===== src/rtl/updown_counter_pkg.sv =====
// Shared types for the parametrised up/down counter.
package updown_counter_pkg;

  typedef enum logic {
    DIR_DOWN = 1'b0,
    DIR_UP   = 1'b1
  } dir_e;

  typedef enum logic {
    MODE_WRAP = 1'b0,
    MODE_SAT  = 1'b1
  } mode_e;

  localparam int unsigned WIDTH_MAX = 32;

endpackage


===== src/rtl/ud_next_calc.sv =====
// Combinational next-count and overflow/underflow event calculation.
module ud_next_calc
  import updown_counter_pkg::*;
#(
  parameter int unsigned WIDTH  = 8,
  parameter int unsigned STEP_W = 4
) (
  input  logic [WIDTH-1:0]  i_count,
  input  logic [STEP_W-1:0] i_step,
  input  dir_e              i_dir,
  input  mode_e             i_mode,
  input  logic [WIDTH-1:0]  i_min,
  input  logic [WIDTH-1:0]  i_max,
  output logic [WIDTH-1:0]  o_next,
  output logic              o_ovf_evt,
  output logic              o_unf_evt
);

  logic [WIDTH:0]   w_count_x;
  logic [WIDTH:0]   w_step_x;
  logic [WIDTH:0]   w_min_x;
  logic [WIDTH:0]   w_max_x;
  logic [WIDTH:0]   w_sum;
  logic [WIDTH:0]   w_floor;
  logic [WIDTH-1:0] w_diff;

  // One guard bit keeps sum/floor from aliasing back into range.
  assign w_count_x = {1'b0, i_count};
  assign w_step_x  = {{(WIDTH + 1 - STEP_W){1'b0}}, i_step};
  assign w_min_x   = {1'b0, i_min};
  assign w_max_x   = {1'b0, i_max};
  assign w_sum     = w_count_x + w_step_x;
  assign w_floor   = w_min_x + w_step_x;
  assign w_diff    = i_count - w_step_x[WIDTH-1:0];

  always_comb begin
    o_next    = i_count;
    o_ovf_evt = 1'b0;
    o_unf_evt = 1'b0;
    if (i_dir == DIR_UP) begin
      if (w_sum <= w_max_x) begin
        o_next = w_sum[WIDTH-1:0];
      end else begin
        o_ovf_evt = 1'b1;
        o_next    = (i_mode == MODE_SAT) ? i_max : i_min;
      end
    end else begin
      if (w_count_x < w_floor) begin
        o_unf_evt = 1'b1;
        o_next    = (i_mode == MODE_SAT) ? i_min : i_max;
      end else begin
        o_next = w_diff;
      end
    end
  end

endmodule


===== src/rtl/updown_counter_n.sv =====
// Parametrised up/down counter with runtime bounds, step, load/clear and wrap/saturate.
module updown_counter_n
  import updown_counter_pkg::*;
#(
  parameter int unsigned      WIDTH   = 8,
  parameter int unsigned      STEP_W  = 4,
  parameter logic [WIDTH-1:0] RST_VAL = '0
) (
  input  logic              clk,
  input  logic              rst,
  input  logic              enable,
  input  logic              up_down,
  input  logic [STEP_W-1:0] step,
  input  logic              sat_mode,
  input  logic [WIDTH-1:0]  min_val,
  input  logic [WIDTH-1:0]  max_val,
  input  logic              clr,
  input  logic              load,
  input  logic [WIDTH-1:0]  load_val,
  output logic [WIDTH-1:0]  count,
  output logic              ovf,
  output logic              unf,
  output logic              at_max,
  output logic              at_min,
  output logic              cfg_err
);

  logic [WIDTH-1:0] r_count;
  logic             r_ovf;
  logic             r_unf;
  logic [WIDTH-1:0] w_next;
  logic             w_ovf_evt;
  logic             w_unf_evt;
  logic             w_count_en;
  dir_e             w_dir;
  mode_e            w_mode;

  assign w_dir      = up_down  ? DIR_UP   : DIR_DOWN;
  assign w_mode     = sat_mode ? MODE_SAT : MODE_WRAP;
  assign cfg_err    = (min_val > max_val);
  assign w_count_en = enable && !cfg_err && (step != '0);

  ud_next_calc #(
    .WIDTH  (WIDTH),
    .STEP_W (STEP_W)
  ) u_next_calc (
    .i_count   (r_count),
    .i_step    (step),
    .i_dir     (w_dir),
    .i_mode    (w_mode),
    .i_min     (min_val),
    .i_max     (max_val),
    .o_next    (w_next),
    .o_ovf_evt (w_ovf_evt),
    .o_unf_evt (w_unf_evt)
  );

  always_ff @(posedge clk or posedge rst) begin
    if (rst) begin
      r_count <= RST_VAL;
      r_ovf   <= 1'b0;
      r_unf   <= 1'b0;
    end else if (clr) begin
      r_count <= min_val;
      r_ovf   <= 1'b0;
      r_unf   <= 1'b0;
    end else if (load) begin
      r_count <= load_val;
      r_ovf   <= 1'b0;
      r_unf   <= 1'b0;
    end else if (w_count_en) begin
      r_count <= w_next;
      r_ovf   <= w_ovf_evt;
      r_unf   <= w_unf_evt;
    end else begin
      r_ovf   <= 1'b0;
      r_unf   <= 1'b0;
    end
  end

  assign count  = r_count;
  assign ovf    = r_ovf;
  assign unf    = r_unf;
  assign at_max = (r_count == max_val);
  assign at_min = (r_count == min_val);

endmodule


===== config.mk =====
export PLATFORM = sky130hd
export DESIGN_NAME = updown_counter_n
export DESIGN_NICKNAME = d
export VERILOG_FILES = /design/src/rtl/updown_counter_pkg.sv /design/src/rtl/ud_next_calc.sv /design/src/rtl/updown_counter_n.sv
export SDC_FILE = /design/constraint.sdc
export NUM_CORES = 1
export LEC_CHECK = 0
export BUFFER_PORTS_ARGS = -buffer_cell sky130_fd_sc_hd__buf_2
export CAP_MARGIN = 30
export CORE_UTILIZATION = 40
export CTS_CLUSTER_DIAMETER = 80
export DETAILED_ROUTE_END_ITERATION = 10
export SKIP_CTS_REPAIR_TIMING = 1
export SLEW_MARGIN = 20
export SYNTH_ARGS = -nofsm -noshare
export SYNTH_HDL_FRONTEND = slang
export SYNTH_SLANG_ARGS = --single-unit

===== constraint.sdc =====
create_clock -name clk -period 8.5 [get_ports clk]
set_clock_uncertainty 0.1 [all_clocks]
set_input_delay 0.85 -clock clk [delete_from_list [all_inputs] [get_ports clk]]
set_output_delay 0.85 -clock clk [all_outputs]
set_load 0.01 [all_outputs]

; ---- Yosys cells after proc, flatten, opt, wreduce, memory -nomap -nowiden
; Cells that the tools add are included.
[totals]
ff_bits = 10
input_bits = 35
out_inout_bits = 13
word_cells = 36
[classes]
n_addsub = 3
order_cmp = 3
n_eq_ne = 2
n_mux = 20
n_reduce_logical = 5
[op_table]
columns = cell, count
row1 = 8-bit two-way mux, 8
row2 = 8-bit by 4-bit adder with 9-bit output, 2
row3 = 8-bit == test, 2
row4 = 1-bit two-way mux, 12
row5 = 9-bit by 8-bit <= comparator with 1-bit output, 1
row6 = 8-bit by 9-bit less-than comparator with 1-bit output, 1
row7 = 8-bit > comparator, 1
row8 = 8-bit by 4-bit subtractor with 8-bit output, 1
row9 = 4-bit nonzero test, 1
row10 = 3-bit nonzero test, 1
row11 = 1-bit logical AND, 2
row12 = 1-bit zero test, 1

; ---- Logic depth before layout (Yosys ltp)
[logic_depth]
word_depth = 7
mapped_depth = 15
ltp_nobuf = 15

; ---- Modules after synthesis
; Synthesis repeated with hierarchy kept, for this count alone.
[hier_totals]
hier_cells = 282
hier_area_um2 = 2419.8
[by_module_without_submodules]
columns = mod, instances, cells_per_inst, area_each_um2, seq_area_each_um2
row1 = ud_next_calc, 1, 180, 1447.6, 0.0
row2 = updown_counter_n, 1, 102, 972.2, 250.2

; ---- Worst setup path before layout
; Ideal clock, no wire load.
[synth_timing]
path_kind = input -> register
start = in step[0]
end = reg r_count[6] (netlist: count[6])
arrival_ps = 3560
t_required_ps = 8274
setup_slack_ps = 4714
path_stages = 15
n_path_buf = 0
cell_sequence = ha_1 -> inv_1 -> fa_1 -> o21bai_2 -> a21oi_2 -> nor2_1 -> xor2_1 -> ha_1 -> nand4_1 -> a21oi_2 -> o41ai_4 -> nand2_4 -> a221oi_2 -> a2111oi_2 -> a221o_1
[synth_between]
elab_chain_len = 7
[synth_rtl]
columns = element, line
row1 = "start, declared", updown_counter_n.sv:13  ; input logic [STEP_W-1:0] step,
row2 = "8-bit by 4-bit adder with 9-bit output, on equally long branches", "ud_next_calc.sv:33, ud_next_calc.sv:32"
row3 = 8-bit by 9-bit less-than comparator with 1-bit output or 9-bit by 8-bit <= comparator with 1-bit output (tied branches), "ud_next_calc.sv:48, ud_next_calc.sv:41"
row4 = "8-bit two-way mux, on equally long branches", "ud_next_calc.sv:48, ud_next_calc.sv:41"
row5 = 8-bit two-way mux, ud_next_calc.sv:40  ; if (i_dir == DIR_UP) begin
row6 = 8-bit two-way mux, updown_counter_n.sv:71  ; end else if (w_count_en) begin
row7 = 8-bit two-way mux, updown_counter_n.sv:67  ; end else if (load) begin
row8 = 8-bit two-way mux, updown_counter_n.sv:63  ; end else if (clr) begin
row9 = "end signal, assigned", updown_counter_n.sv:64  ; r_count <= min_val;
row10 = "end signal, assigned", updown_counter_n.sv:68  ; r_count <= load_val;
row11 = "end signal, assigned", updown_counter_n.sv:72  ; r_count <= w_next;
row12 = "end, declared", updown_counter_n.sv:28  ; logic [WIDTH-1:0] r_count;
; Several ways; a longest one is shown, not always the timed one. The select of a mux whose other input is x is not followed.
; A chain may end at the register's enable or synchronous reset.

; ---- Worst setup path in the final report
[layout_timing]
start = in min_val[0]
end = reg r_count[6] (netlist: count[6])
[layout_between]
elab_chain_len = 7
[layout_rtl]
columns = element, line
row1 = "start, declared", updown_counter_n.sv:15  ; input logic [WIDTH-1:0] min_val,
row2 = 8-bit by 4-bit adder with 9-bit output, ud_next_calc.sv:33  ; assign w_floor = w_min_x + w_step_x;
row3 = 8-bit by 9-bit less-than comparator with 1-bit output, ud_next_calc.sv:48  ; if (w_count_x < w_floor) begin
row4 = 8-bit two-way mux, ud_next_calc.sv:48
row5 = 8-bit two-way mux, ud_next_calc.sv:40
row6 = 8-bit two-way mux, updown_counter_n.sv:71
row7 = 8-bit two-way mux, updown_counter_n.sv:67
row8 = 8-bit two-way mux, updown_counter_n.sv:63
; Several ways; a longest one is shown, not always the timed one. The select of a mux whose other input is x is not followed.

==> out/qor.yml <==
r2r_setup_slack_ns: 4.60
setup_ws_ns: 4.41
place_area_um2: 2650
end_kind: "register"
required_ns: 8.51
viasPerCell: 5.62
worst_hold_path_type: "in2async"
cts_buffers: 3
clockBufferDepth: 2
num_antenna_cells: 0
area_delta_synth_final_pct: 12.9
clk_latency_ns: 0.23
syn_inst: 301
dieArea_um2: 6260
irDropWorstVdd_uv: 57.6
vias: 2299
first_pass_iters: 4
root_buffer: "clkbuf_8"
grt_pass1_vias: 2171
drv_slew: 0
worst_pin_slew_ns: 0.613
initialDrtViolationCount: 151
die_width_um: 79.1
reg2reg_to: "count[6]"
critPathMaxFanout: 9
crit_chain: "buf_2 -> ha_1 -> fa_1 -> a21o_1 -> a21oi_2 -> nor2_1 -> xnor2_1 -> ha_1 -> and3_1 -> nand4_1 -> a21oi_1 -> buf_4 -> mux2i_1 -> a2111oi_2 -> a221o_1"
hold_viol: 0
critPathLaunchType: "input pin"
drc: 0
report.final.setup_viol: 0
synth.avg_cell_area_um2: 7.91
tns_ns: 0
dp_hpwl_um: 5690
cts-htree-levels: 1
finalCritPeriodShare_pct: 48.1
fp.coreArea_um2: 5610
n_fill_cell: 600
die_h_um: 79.1
path_common_cell: "ha_1"
cellPowerDensity_nw_per_um2: 128
p_leak_nw: 1.29
drv_cap: 0
antenna_found_initial: 0
start_util_pct: 42.4
place_ws_ns: 4.18
cts_tree: "done"
ios: 48
final_antenna_net_count: 0
drive_above_1_share_pct: 19.6
drt-wirelength-per-cell_um: 17.1
slowest_delay_ns: 0.42
worstSetupStartpoint: "min_val[0]"
setup.worst_path.class: "in2reg"
finalWeightedCongestion: 0.914
slew_headroom_pct: 59.0
row_count: 27
overflow: 0
synth_edf_count: 0
crit_arrival_ns: 4.10
fin_area_um2: 2690
status: "completed"
clk_pin_slew_ns: 0.05
synthArstFlopShare_pct: 100
ys_seq_elements: 10
numClockSinks: 10
crit_slowest_cell: "a21oi_1"
wl_um: 6970
seq_area_frac_synth_pct: 10.5
rsz0062_at_grt: "no"
finalCriticalPeriod_ns: 4.09
reg2regPathDepth: 15
grt_usage_pct: 23.7
final_common_cell: "buf_2"
grt_first_pass_wirelength_um: 11500
ys_warn_count: 0
nets: 412
grt_start_max_net_pins: 22
port_buffers: 47
syn_nets: 374
ys_types: 49
layout_common_cells: "47 x buf_2, 35 x ha_1, 25 x xnor2_1"
ys.flop_type: "dfrtp_1"
fmax_mhz: 244
netlist_area_um2: 2380
timing.rr.start: "count[0]"
## registers in the layout (all words and copies together), names as in the netlist
name / count
ovf: 1
count: 8
unf: 1
## per-stage QoR
step	std cells	util [%]	power [W]	hold slack [ns]
6_report	409	47.9	0.000344	0.485
5_1_grt	409	47.9	0.000374	0.519
4_1_cts	409	47.9	0.000344	0.498
3_5_place_dp	406	47.2	0.000295	0.661
3_3_place_gp	405	47.1	0.000291	0.646
2_1_floorplan	301	-	0.000233	0.590
## kinds of logic (layout without fill, tap and decap cells)
| family | after synthesis | in the layout | share of synthesized area, % |
|---|---|---|---|
| compound gates | 77 | 77 | 22.9 |
| flops | 10 | 10 | 10.5 |
| buf+inv | 39 | 75 | 6.57 |
| simple gates | 84 | 84 | 18.4 |
| xor+xnor | 33 | 33 | 12.1 |
| fa+ha+maj | 38 | 38 | 20.9 |
| mux | 20 | 20 | 8.52 |
## cell type report
type,instances,area (um^2),share of cell area (%)
well taps,72,90.1,3.35
multi-input cells,252,1970,73.4
flip-flops and latches,10,250,9.31
clock buffers,3,41.3,1.54
inverters,24,90.1,3.35
repair buffers,48,243,9.03
## routing by layer
metal / global-route usage (%) / part of all wire [%] / vias to the layer above
met5: 0 / 0 / -
met4: 5.27 / 0.93 / 0
met3: 1.72 / 6.8 / 6
met2: 38.0 / 47 / 77
met1: 34.2 / 46 / 1067
li1: - / - / 1149
## power breakdown
part / internal [W] / leakage [nW] / switching, W
Clock: 0.0000309 / 0.0216 / 0.0000171
Combinational: 0.000100 / 1.14 / 0.000125
Sequential: 0.0000526 / 0.124 / 0.0000184
Total: 0.000184 / 1.29 / 0.000160
## synth_stat cells (2+ instances only)
cell	count	area, um^2
a211oi_1	3	22.5
a21o_1	6	45.0
a21oi_1	22	110
a21oi_2	4	35.0
a221oi_1	2	17.5
a32oi_1	2	17.5
buf_2	5	25.0
clkbuf_1	8	30.0
dfrtp_1	10	250
fa_1	3	60.1
ha_1	35	438
inv_1	24	90.1
mux2_2	2	22.5
mux2i_1	18	180
nand2_1	19	71.3
nand2b_1	6	37.5
nand3_1	4	20.0
nand4_1	7	43.8
nor2_1	15	56.3
nor2b_1	11	68.8
nor3_1	10	50.1
nor3b_1	2	15.0
o211ai_1	5	37.5
o21ai_0	15	75.1
o21bai_1	3	22.5
o31a_1	4	35.0
or2_2	3	18.8
xnor2_1	25	219
xor2_1	8	70.1
## critical path: cells and delay by family
kind / cells / cell delay (ns)
AOI/OAI and AO/OA: 5 / 1.16
xor gates and xnor gates: 1 / 0.13
and+or+nand+nor: 3 / 0.36
adders and majority gates: 3 / 0.92
muxes: 1 / 0.24
buffers and inverters: 2 / 0.42
## how the worst max path moves through the flow
stage               slack, ns  endpoint  cells past startpoint
floorplan                4.71  count[6]                     15
global placement         3.98  count[6]                     14
detailed placement       4.18  count[6]                     15
CTS                      4.42  count[6]                     15
global route             4.16  count[6]                     15
finish                   4.41  count[6]                     15
Note: power is estimated with default switching activity, not from simulation.
